### src/rtl/soc_sram_ctl.sv
// 32-bit bus responder backed by a 16-bit asynchronous SRAM.
// Each word access runs as two halfword SRAM cycles (low half first) with WAIT extra cycles per phase.
module soc_sram_ctl #(
  parameter int unsigned AW   = 18,
  parameter int unsigned WAIT = 2
) (
  input  logic          clk,
  input  logic          reset,
  input  logic [31:0]   addr,
  input  logic          rw,
  input  logic [31:0]   dwrite,
  output logic [31:0]   dread,
  input  logic          valid,
  output logic          ready,
  output logic [AW-1:0] sram_addr,
  output logic [15:0]   sram_dq_o,
  input  logic [15:0]   sram_dq_i,
  output logic          sram_dq_oe,
  output logic          sram_ce_n,
  output logic          sram_oe_n,
  output logic          sram_we_n
);

  localparam int unsigned CW = 4;

  typedef enum logic [1:0] {IDLE, ACC, HOLD, RESP} state_t;

  state_t          state, state_nx;
  logic [AW:2]     req_addr, req_addr_nx;
  logic            req_rw, req_rw_nx;
  logic [31:0]     req_wdata, req_wdata_nx;
  logic            half, half_nx;
  logic [CW-1:0]   cnt, cnt_nx;
  logic [15:0]     lo, lo_nx, hi, hi_nx;
  logic [31:0]     dread_nx;
  logic            ready_nx;
  logic [AW-1:0]   sram_addr_nx;
  logic [15:0]     sram_dq_o_nx;
  logic            sram_dq_oe_nx, sram_ce_n_nx, sram_oe_n_nx, sram_we_n_nx;

  // Byte-lane bits and bits above the SRAM window alias.
  logic unused_addr;
  assign unused_addr = ^{addr[1:0], addr[31:AW+1]};

  always_comb begin
    state_nx     = state;
    req_addr_nx  = req_addr;
    req_rw_nx    = req_rw;
    req_wdata_nx = req_wdata;
    half_nx      = half;
    cnt_nx       = cnt;
    lo_nx        = lo;
    hi_nx        = hi;
    dread_nx     = dread;

    case (state)
      IDLE: begin
        if (valid) begin
          req_addr_nx  = addr[AW:2];
          req_rw_nx    = rw;
          req_wdata_nx = dwrite;
          half_nx      = 1'b0;
          cnt_nx       = CW'(WAIT);
          state_nx     = ACC;
        end
      end
      ACC: begin
        if (cnt != '0) begin
          cnt_nx = cnt - CW'(1);
        end else begin
          if (!req_rw) begin
            if (half) hi_nx = sram_dq_i;
            else      lo_nx = sram_dq_i;
          end
          state_nx = HOLD;
        end
      end
      HOLD: begin
        if (!half) begin
          half_nx  = 1'b1;
          cnt_nx   = CW'(WAIT);
          state_nx = ACC;
        end else begin
          if (!req_rw) dread_nx = {hi, lo};
          state_nx = RESP;
        end
      end
      RESP:    state_nx = IDLE;
      default: state_nx = IDLE;
    endcase

    // Pad controls are decoded from the upcoming state so they leave a flop.
    sram_ce_n_nx  = !(state_nx == ACC || state_nx == HOLD);
    sram_oe_n_nx  = !(state_nx == ACC && !req_rw_nx);
    sram_we_n_nx  = !(state_nx == ACC && req_rw_nx);
    sram_dq_oe_nx = (state_nx == ACC || state_nx == HOLD) && req_rw_nx;
    ready_nx      = (state_nx == RESP);
    sram_addr_nx  = sram_addr;
    sram_dq_o_nx  = sram_dq_o;
    if (state_nx == ACC) begin
      sram_addr_nx = {req_addr_nx, half_nx};
      if (req_rw_nx) sram_dq_o_nx = half_nx ? req_wdata_nx[31:16] : req_wdata_nx[15:0];
    end
  end

  always_ff @(posedge clk or posedge reset) begin
    if (reset) begin
      state      <= IDLE;
      req_addr   <= '0;
      req_rw     <= 1'b0;
      req_wdata  <= '0;
      half       <= 1'b0;
      cnt        <= '0;
      lo         <= '0;
      hi         <= '0;
      dread      <= '0;
      ready      <= 1'b0;
      sram_addr  <= '0;
      sram_dq_o  <= '0;
      sram_dq_oe <= 1'b0;
      sram_ce_n  <= 1'b1;
      sram_oe_n  <= 1'b1;
      sram_we_n  <= 1'b1;
    end else begin
      state      <= state_nx;
      req_addr   <= req_addr_nx;
      req_rw     <= req_rw_nx;
      req_wdata  <= req_wdata_nx;
      half       <= half_nx;
      cnt        <= cnt_nx;
      lo         <= lo_nx;
      hi         <= hi_nx;
      dread      <= dread_nx;
      ready      <= ready_nx;
      sram_addr  <= sram_addr_nx;
      sram_dq_o  <= sram_dq_o_nx;
      sram_dq_oe <= sram_dq_oe_nx;
      sram_ce_n  <= sram_ce_n_nx;
      sram_oe_n  <= sram_oe_n_nx;
      sram_we_n  <= sram_we_n_nx;
    end
  end

endmodule

### config.mk
export PLATFORM = sky130hd
export DESIGN_NAME = soc_sram_ctl
export DESIGN_NICKNAME = d
export VERILOG_FILES = /design/src/rtl/soc_sram_ctl.sv
export SDC_FILE = /design/constraint.sdc
export NUM_CORES = 1
export LEC_CHECK = 0
export ABC_AREA = 1
export CORE_UTILIZATION = 50
export CTS_CLUSTER_SIZE = 30
export DETAILED_ROUTE_END_ITERATION = 16
export PLACE_DENSITY = 0.8
export SKIP_CTS_REPAIR_TIMING = 1
export SLEW_MARGIN = 0
export SYNTH_ARGS = -nofsm -noshare
export SYNTH_HDL_FRONTEND = slang
export SYNTH_SLANG_ARGS = --single-unit
### constraint.sdc
create_clock -name clk -period 5.7 [get_ports clk]
set_clock_uncertainty 0.2 [all_clocks]
set_input_delay 0.57 -clock clk [delete_from_list [all_inputs] [get_ports clk]]
set_output_delay 0.57 -clock clk [all_outputs]
set_load 0.005 [all_outputs]
==> impl_metrics.env <==
export IMPL_status="completed"
export IMPL_leakagePower_nw=4.41
export IMPL_worst_endpoint_arrival_ns=3.22
export IMPL_ir_drop_uv=302
export IMPL_insertion_delay_ns=0.42
export IMPL_async_reset_ff_frac=1.00
export IMPL_grt_max_degree=115
export IMPL_finalNonFillerCells=1060
export IMPL_ys_ff_latch=160
export IMPL_ys_types=26
export IMPL_synth_avg_cell_area_um2=8.83
export IMPL_drive_above_1_share=0.0698
export IMPL_grt_usage=0.235
export IMPL_synth_fp_nets=836
export IMPL_cts_path_max_buffers=2
export IMPL_ant_nets=0
export IMPL_synth_ff_type="dfrtp_1"
export IMPL_critPathCaptureType="flip-flop"
export IMPL_cp_max_fo=52
export IMPL_dieHeight_um=117
export IMPL_yosys_cell_count_top_type="nand2_1"
export IMPL_synth_largest_area_cell="dfrtp_1"
export IMPL_rsz0062_at_grt="no"
export IMPL_cp_data_required_time_ns=5.86
export IMPL_cts_clk_slew_worst_paths_ns=0.06
export IMPL_area_delta_synth_final_pct=31.3
export IMPL_critPathBufInv=3
export IMPL_sequentialPowerShare=0.390
export IMPL_slowest_delay_ns=0.47
export IMPL_path_cells="nor2_4 -> buf_4 -> nand2_1 -> a21boi_0 -> ha_1 -> buf_4 -> inv_1 -> nor2_4 -> nand3_1 -> nand2_1"
export IMPL_drtIter0Drc=368
export IMPL_grt_pass1_wl_um=24100
export IMPL_cts_sinks=160
export IMPL_p_int_mw=3.23
export IMPL_ctsRootBufferMaster="clkbuf_16"
export IMPL_wl_per_cell_um=14.0
export IMPL_drt_pass1_iterations=4
export IMPL_nets=962
export IMPL_io_pins=155
export IMPL_setup_tns_ns=0
export IMPL_core_area_um2=12800
export IMPL_yosys_warnings=0
export IMPL_cts_tree="built"
export IMPL_maxSlewViolCount=0
export IMPL_syn_area_um2=6620
export IMPL_finalHoldViolations=0
export IMPL_synthCells=749
export IMPL_antenna_found_initial=0
export IMPL_ff_latch_area_um2=4010
export IMPL_grt_overflow=0
export IMPL_hp_class="reg2reg"
export IMPL_gp_congestion=0.799
export IMPL_vias_per_cell=4.98
export IMPL_htree_levels=4
export IMPL_synthTopCellsByCount="nand2_1, dfrtp_1, nand3_1, inv_1, o21ai_0"
export IMPL_power_frac_clock=0.235
export IMPL_clock_fmax_mhz=327
export IMPL_grt_pass1_vias=4983
export IMPL_netlist_area_leader_share=0.594
export IMPL_dieArea_um2=13700
export IMPL_tightest_slew_ns=1.01
export IMPL_swShare=0.348
export IMPL_fillers=973
export IMPL_vias=5275
export IMPL_power_switching_mw=1.72
export IMPL_fin_crit_sh=0.537
export IMPL_cts_buffers=17
export IMPL_p_per_area_nw_per_um2=570
export IMPL_place_detailed_hpwl_um=9580
export IMPL_remaining_drc_errors=0
export IMPL_fin_crit_ns=3.06
export IMPL_pwr_share_comb=0.374
export IMPL_path_class="reg2reg"
export IMPL_crit_path_top_delay_cell="dfrtp_1"
export IMPL_path_delay_family="simple AND/OR/NAND/NOR gates"
export IMPL_synth_area_top_cells="dfrtp_1, nand2_1, nand3_1, inv_1, o21ai_0"
export IMPL_placed_cells=1028
export IMPL_die_w_um=117
export IMPL_rows=41
export IMPL_multi_input_area_um2=2050
export IMPL_io_buffers=139
export IMPL_finalWirelength_um=14900
export IMPL_maxCapViolCount=0
export IMPL_relSlewSlack=0.327
export IMPL_ys_seq_area_frac=0.606
export IMPL_initial_core_util=0.518
export IMPL_finish_utilization=0.680
export IMPL_setup_viol=0
export IMPL_synth_edf_count=0
export IMPL_startpoint_type="flip-flop"
export IMPL_antenna_cells_inserted=0
## layer usage
| layer | part of all wire | vias to the layer above | track usage |
|---|---|---|---|
| met2 | 0.49 | 165 | 0.386 |
| met1 | 0.42 | 2497 | 0.299 |
| li1 | - | 2592 | - |
| met3 | 0.068 | 21 | 0.0628 |
| met5 | 0 | - | 0 |
| met4 | 0.017 | 0 | 0.0911 |
## layout make-up
type / count / share of cell area
clock inverter: 13 / 0.0187
timing repair buffer: 144 / 0.164
inverter: 98 / 0.0429
multi-input combinational: 454 / 0.236
sequential: 160 / 0.461
tap: 172 / 0.0248
clock buffer: 19 / 0.0521
## cell families (layout without fill, tap and decap cells)
family,after synthesis,count (layout),share of synthesized area
AND/OR/NAND/NOR,378,378,0.243
flip-flops,160,160,0.606
buffers and inverters,135,274,0.0843
AO/OA/AOI/OAI,72,72,0.0603
adder cells (fa/ha/maj),3,3,0.00567
XOR/XNOR,1,1,0.00132
## power groups by stage
stage / Sequential, mW / Clock [mW] / Combinational [mW]
after floorplan: 1.91 / 0 / 1.09
after global placement: 1.93 / 0 / 1.79
after detailed placement: 1.94 / 0 / 1.86
after CTS: 1.93 / 1.18 / 1.87
after global routing: 1.99 / 1.23 / 2.11
final: 1.93 / 1.16 / 1.85
## path summary, 6_finish.rpt
kind                              from       endpoint  slack (ns)  depth (start not counted)
min in group asynchronous        reset  sram_addr[14]        0.55                          2
setup reg to reg              state[0]   sram_dq_o[9]        2.64                         10
setup / recovery              state[0]   sram_dq_o[9]        2.64                         10
hold / removal             req_addr[8]    req_addr[8]        0.26                          2
hold reg to reg            req_addr[8]    req_addr[8]        0.26                          2
max in group asynchronous        reset  req_wdata[25]        3.61                          3
## state kept, by name, indices dropped and copies added (netlist names)
register,cells
cnt,4
dread,32
half,1
hi,16
lo,16
ready,1
req_addr,17
req_rw,1
req_wdata,32
sram_addr,18
sram_ce_n,1
sram_dq_o,16
sram_dq_oe,1
sram_oe_n,1
sram_we_n,1
state,2
## worst reg2reg max path, cell delays in order (launching register included)
cell and delay [ns]:
dfrtp_1 0.47, nor2_4 0.06, buf_4 0.30, nand2_1 0.15
a21boi_0 0.40, ha_1 0.23, buf_4 0.35, inv_1 0.17
nor2_4 0.41, nand3_1 0.17, nand2_1 0.10
## cells in the final DEF, fill, tap and decap left out, types with 4 or more instances in the layout
master	count
nand2_1	244
dfrtp_1	157
clkdlybuf4s50_1	138
nand3_1	100
inv_1	92
o21ai_0	43
nor2_1	22
a31oi_1	17
clkbuf_16	17
clkinvlp_4	6
inv_2	5
nand2_2	5
buf_4	5
o21ai_1	4
o21ai_2	4
## stage by stage
step           hold WS, ns  cell area, µm²  total power, mW  setup slack (ns)
3_3_place_gp         0.248            8070             3.72              2.79
4_1_cts              0.269            8690             4.99              2.67
5_1_grt              0.280            8690             5.33              2.40
3_5_place_dp         0.253            8070             3.80              2.74
6_report             0.265            8690             4.95              2.64
2_1_floorplan        0.237            6620             3.01             0.615
(Power assumes the default switching activity.)
==> RTL edit 1, RTL diff (same settings) <==
Encoding of `state_t`: now one-hot (4 bits for 4 states).
--- a/src/rtl/soc_sram_ctl.sv
+++ b/src/rtl/soc_sram_ctl.sv
@@ -23,7 +23,7 @@
 
   localparam int unsigned CW = 4;
 
-  typedef enum logic [1:0] {IDLE, ACC, HOLD, RESP} state_t;
+  typedef enum logic [3:0] {IDLE = 4'b0001, ACC = 4'b0010, HOLD = 4'b0100, RESP = 4'b1000} state_t;
 
   state_t          state, state_nx;
   logic [AW:2]     req_addr, req_addr_nx;
Formal check against the unedited RTL: no difference found for any inputs over 10 cycles, from zero or initial values and one cycle with reset high; not proved beyond that.
==> RTL edit 1 against the unedited design <==
Clock power is 10% lower; wire length is 7.1% higher; worst hold slack better by 0.0017 ns; worst setup slack worse by 0.36 ns; die area is 4.2% higher; critical path depth is 3 lower; sequential cell count is 2 higher; area after synthesis is 4.3% higher; design area is 2.3% higher; power is 11% lower.
==> RTL edit 1: results (changes against the unedited design) <==
metric,value,unit,change
status,"finished, final reports clean",,
Ant. Diodes,0,,unchanged
Synth Area in XOR/XNOR,0.254,%,+0.12 points
"delay-heaviest family, CP",simple AND/OR/NAND/NOR gates,,
PortBufs,139,,unchanged
"Net Count, Synth",928,,+11%
area share of fa/ha/maj cells after synthesis,0.363,%,-0.20 points
largest net degree at the start of global routing,71,,-38%
CP Launch Point,state[1],,
Inserted Clock Buffers,17,,unchanged
Max IR drop VDD,0.266,mV,-12%
number of global-route vias before repair,5600,,+12%
Iter 0 DRT Violations,496,,+35%
LEAKAGE,4.69,nW,+6.3%
CP Class,reg -> reg,,
Post-Place Cells,1121,,+9.0%
hold_ws,0.266,ns,+0.00173 ns
filler instances,1135,,+17%
register area share after synthesis,58.8,%,-1.7 points
aggregate global-route resource usage,23.9,%,+0.41 points
fin cells,1152,,+8.7%
Logic pwr share,35.2,%,-2.2 points
Slew @ Worst Pin,1.15,ns,+0.140 ns
Setup WS pre-CTS,2.16,ns,-0.587 ns
first-pass GRT wire length,26900,um,+11%
Crit Path Max Fanout,34,,-35%
"CTS clk-pin slew, worst paths",0.06,ns,about the same
vias per cell,4.98,,+0.16%
initial antenna violation count,0,,unchanged
Slowest cell on crit path,nand2_1,,
most frequent cells after synthesis,"nand2_1, dfrtp_1, nand3_1",,
HPWL after DPL,9930,um,+3.6%
Ys Warns,0,,unchanged
fraction of layout cells with a size suffix above 1,6.15,%,-0.83 points
Regs by FF count,"dread: 32 flops, req_wdata: 32 flops, sram_addr: 18 flops",,
"FFs w/ async S/R, synth",100,%,unchanged
clock latency on the worst-skew pair,0.41,ns,
largest stage delay on the critical path,0.77,ns,+0.30 ns
Synth area leaders,"dfrtp_1, nand2_1, nand3_1, o21ai_0, buf_2",,
depth of the worst register-to-register path,7,,-3
Sw Share,35.7,%,+0.83 points
GPL Wtd Cong,0.787,,-1.6%
reg2reg end,dread[20],,
syn_area_per_cell,8.20,sq um,-7.2%
Synth Area in Compound Gates,2.61,%,-3.4 points
"Worst Setup Slack, final",2.28,ns,-0.362 ns
library cells used by synthesis,24,,-7.7%
CTS Buffer Depth,2,,unchanged
Hold Path End,dread[10],,
Post-Route WL,16000,um,+7.1%
mux contribution to synthesized area,0,%,unchanged
Hold Path Origin,dread[10],,
WP data arrival,3.51,ns,+0.29 ns
DR pass1 iterations,5,,+1
Max H-tree Level,4,,unchanged
[RTL edit 1: cell types whose count changed in the layout (fill, tap and decap cells not counted), sizes merged, moves of 3 or more]
cell      before  now
nor2          26   14
o21ai         51   36
nand3        100   55
bufinv         3    0
a31oi         17    0
nand2        249  496
clkinvlp       6    1
a21oi          3    0
clkbuf        19   27
inv           98   32
[RTL edit 1: through the flow]
step           util, %  instance area, sq um
2_1_floorplan        -                  6900
3_3_place_gp      62.5                  8340
3_5_place_dp      62.5                  8340
4_1_cts           66.6                  8890
5_1_grt           66.6                  8890
6_report          66.6                  8890
[RTL edit 1: power by group through the flow]
stage	clock (mW)	combinational [mW]	sequential, mW
finish	1.04	1.55	1.81
global route	1.12	1.76	1.86
CTS	1.06	1.57	1.81
detailed placement	0	1.56	1.82
global placement	0	1.51	1.81
floorplan	0	1.01	1.80
[RTL edit 1: worst register-to-register path, stage by stage (launching register included)]
cell and delay [ns]:
dfrtp_1 0.46, nor2_1 0.17, nand3_1 0.69, nor2_2 0.27, buf_4 0.37, nand2_1 0.79
nand2_1 0.28, nand2_1 0.07
[RTL edit 1: layout make-up]
cell class / count / area share, %
clock buffers: 27 / 5.88
clock inverters: 4 / 0.253
inverters: 32 / 1.41
multi-input cells: 607 / 28.2
flip-flops and latches: 162 / 45.7
well taps: 176 / 2.48
repair buffers: 144 / 16.1
[RTL edit 1: layer usage]
metal	track usage [%]	vias to the layer above	wire, um
met5	0	-	0
met4	6.88	0	187
met3	5.46	16	1060
met2	37.6	181	7440
met1	33.3	2719	7260
li1	-	2826	-
==> RTL edit 2, RTL diff (same flow settings) <==
Without the edit above. Change the parameter `AW` from 18 to 9.
--- a/src/rtl/soc_sram_ctl.sv
+++ b/src/rtl/soc_sram_ctl.sv
@@ -1,7 +1,7 @@
 // 32-bit bus responder backed by a 16-bit asynchronous SRAM.
 // Each word access runs as two halfword SRAM cycles (low half first) with WAIT extra cycles per phase.
 module soc_sram_ctl #(
-  parameter int unsigned AW   = 18,
+  parameter int unsigned AW   = 9,
   parameter int unsigned WAIT = 2
 ) (
   input  logic          clk,
Interface: changed (resized sram_addr); port bits go from 155 to 146. The function was not compared with the original's and may differ.
==> RTL edit 2 against the unedited design <==
Via count is 9.6% lower; worst setup slack worse by 0.35 ns; global-route usage is 0.25 points lower; area after synthesis down 11%; wire length fell by 10%; power shrank 6.8%; sequential share of layout area is 0.60 points lower; design area fell by 10%; sequential cell count shrank 18; critical path type is now in -> reg; highest routed layer unchanged.
==> RTL edit 2: results (changes against the unedited design) <==
metric,value,unit,change
most frequent cells after synthesis,"nand2_1, dfrtp_1, inv_1",,
Area after DPL,7110,sq um,-12%
library cells used by synthesis,22,,-15%
GPL Wtd Cong,0.790,,-1.2%
routed wl met3,892,um,-12%
Max IR drop VDD,0.308,mV,+2.0%
Crit Path Max Fanout,44,,-15%
Max H-tree Level,4,,unchanged
Synth Area in XOR/XNOR,0.149,%,+0.017 points
fraction of layout cells with a size suffix above 1,6.60,%,-0.38 points
internal power,3.06,mW,-5.0%
Ant. Diodes,0,,unchanged
Regs by FF count,"dread: 32 flops, req_wdata: 32 flops",,
wire per inst,14.4,um,+2.2%
fin nets,863,,-10%
"FFs w/ async S/R, synth",100,%,unchanged
Iter 0 DRT Violations,339,,-7.9%
LEAKAGE,3.90,nW,-12%
syn_area_per_cell,8.81,sq um,-0.21%
DR pass1 iterations,5,,+1
register area share after synthesis,60.7,%,+0.11 points
HPWL after DPL,8580,um,-10%
Setup WS pre-CTS,1.91,ns,-0.836 ns
vias per cell,5.12,,+2.9%
aggregate global-route resource usage,23.2,%,-0.25 points
Post-Route WL,13400,um,-10%
status,"finished, final reports clean",,
Synth top area share,59.3,%,about the same
CTS Buffer Depth,2,,unchanged
M1 WL,5900,um,-6.7%
Synth Area in Compound Gates,6.96,%,+0.93 points
first-pass GRT wire length,21600,um,-11%
Rel. slew slack,18.5,%,-14 points
clock latency on the worst-skew pair,0.41,ns,
Worst Hold Class,reg -> reg,,
PortBufs,121,,-13%
met2 WL post-DR,6460,um,-12%
"Slew Viols, Final",0,,unchanged
largest net degree at the start of global routing,107,,-7.0%
WP data arrival,3.56,ns,+0.34 ns
Synth area leaders,"dfrtp_1, nand2_1, nand3_1, inv_1, o21ai_0",,
area share of fa/ha/maj cells after synthesis,0.640,%,+0.073 points
"CTS clk-pin slew, worst paths",0.06,ns,about the same
number of global-route vias before repair,4792,,-3.8%
Post-Place Cells,900,,-12%
"Net Count, Synth",752,,-10%
highest routed layer,met4,,
## RTL edit 2: cell types whose count changed in the layout (fill, tap and decap cells not counted), moves of 4 or more
cell             change
clkdlybuf4s50_1     -17
dfrtp_1             -18
nand3_1             -25
o21ai_1             +22
clkinvlp_4           -4
a31oi_1              -9
nor2_1              -10
nand2_1             -30
o21ai_2              -4
## RTL edit 2: per-layer routing
layer	global-route usage, %	up-vias
met5	0	-
met4	8.08	0
met3	7.00	13
met2	38.4	165
met1	29.1	2306
li1	-	2284
## RTL edit 2: area by class of cell
type / instances / area, sq um
fill: 882 / 3610
sequential: 142 / 3560
multi-input combinational: 395 / 1780
timing repair buffer: 123 / 1230
clock buffer: 22 / 494
inverter: 97 / 369
clock inverter: 9 / 204
tap: 143 / 179
## RTL edit 2: power groups by stage
stage | Combinational [mW] | Clock, mW | Sequential [mW]
after floorplan | 0.993 | 0 | 1.66
after global placement | 1.55 | 0 | 1.67
after detailed placement | 1.64 | 0 | 1.68
after CTS | 1.66 | 1.30 | 1.67
after global routing | 1.87 | 1.34 | 1.72
final | 1.65 | 1.29 | 1.67
## RTL edit 2: worst paths after layout
path | end | startpoint | slack, ns | cells past startpoint
setup reg to reg | sram_dq_o[12] | state[0] | 2.45 | 7
hold / removal | req_wdata[24] | req_wdata[24] | 0.27 | 2
hold reg to reg | req_wdata[24] | req_wdata[24] | 0.27 | 2
min in group asynchronous | dread[15] | reset | 0.54 | 2
setup / recovery | sram_dq_o[12] | valid | 2.29 | 10
max in group asynchronous | sram_oe_n | reset | 3.69 | 3
## RTL edit 2: critical path: stages
cell	delay (ns)
clkdlybuf4s50_1	0.46
buf_4	0.41
inv_1	0.07
nand2_1	0.09
a21boi_0	0.36
ha_1	0.67
inv_1	0.22
nor2_4	0.41
nand3_1	0.17
nand2_1	0.10
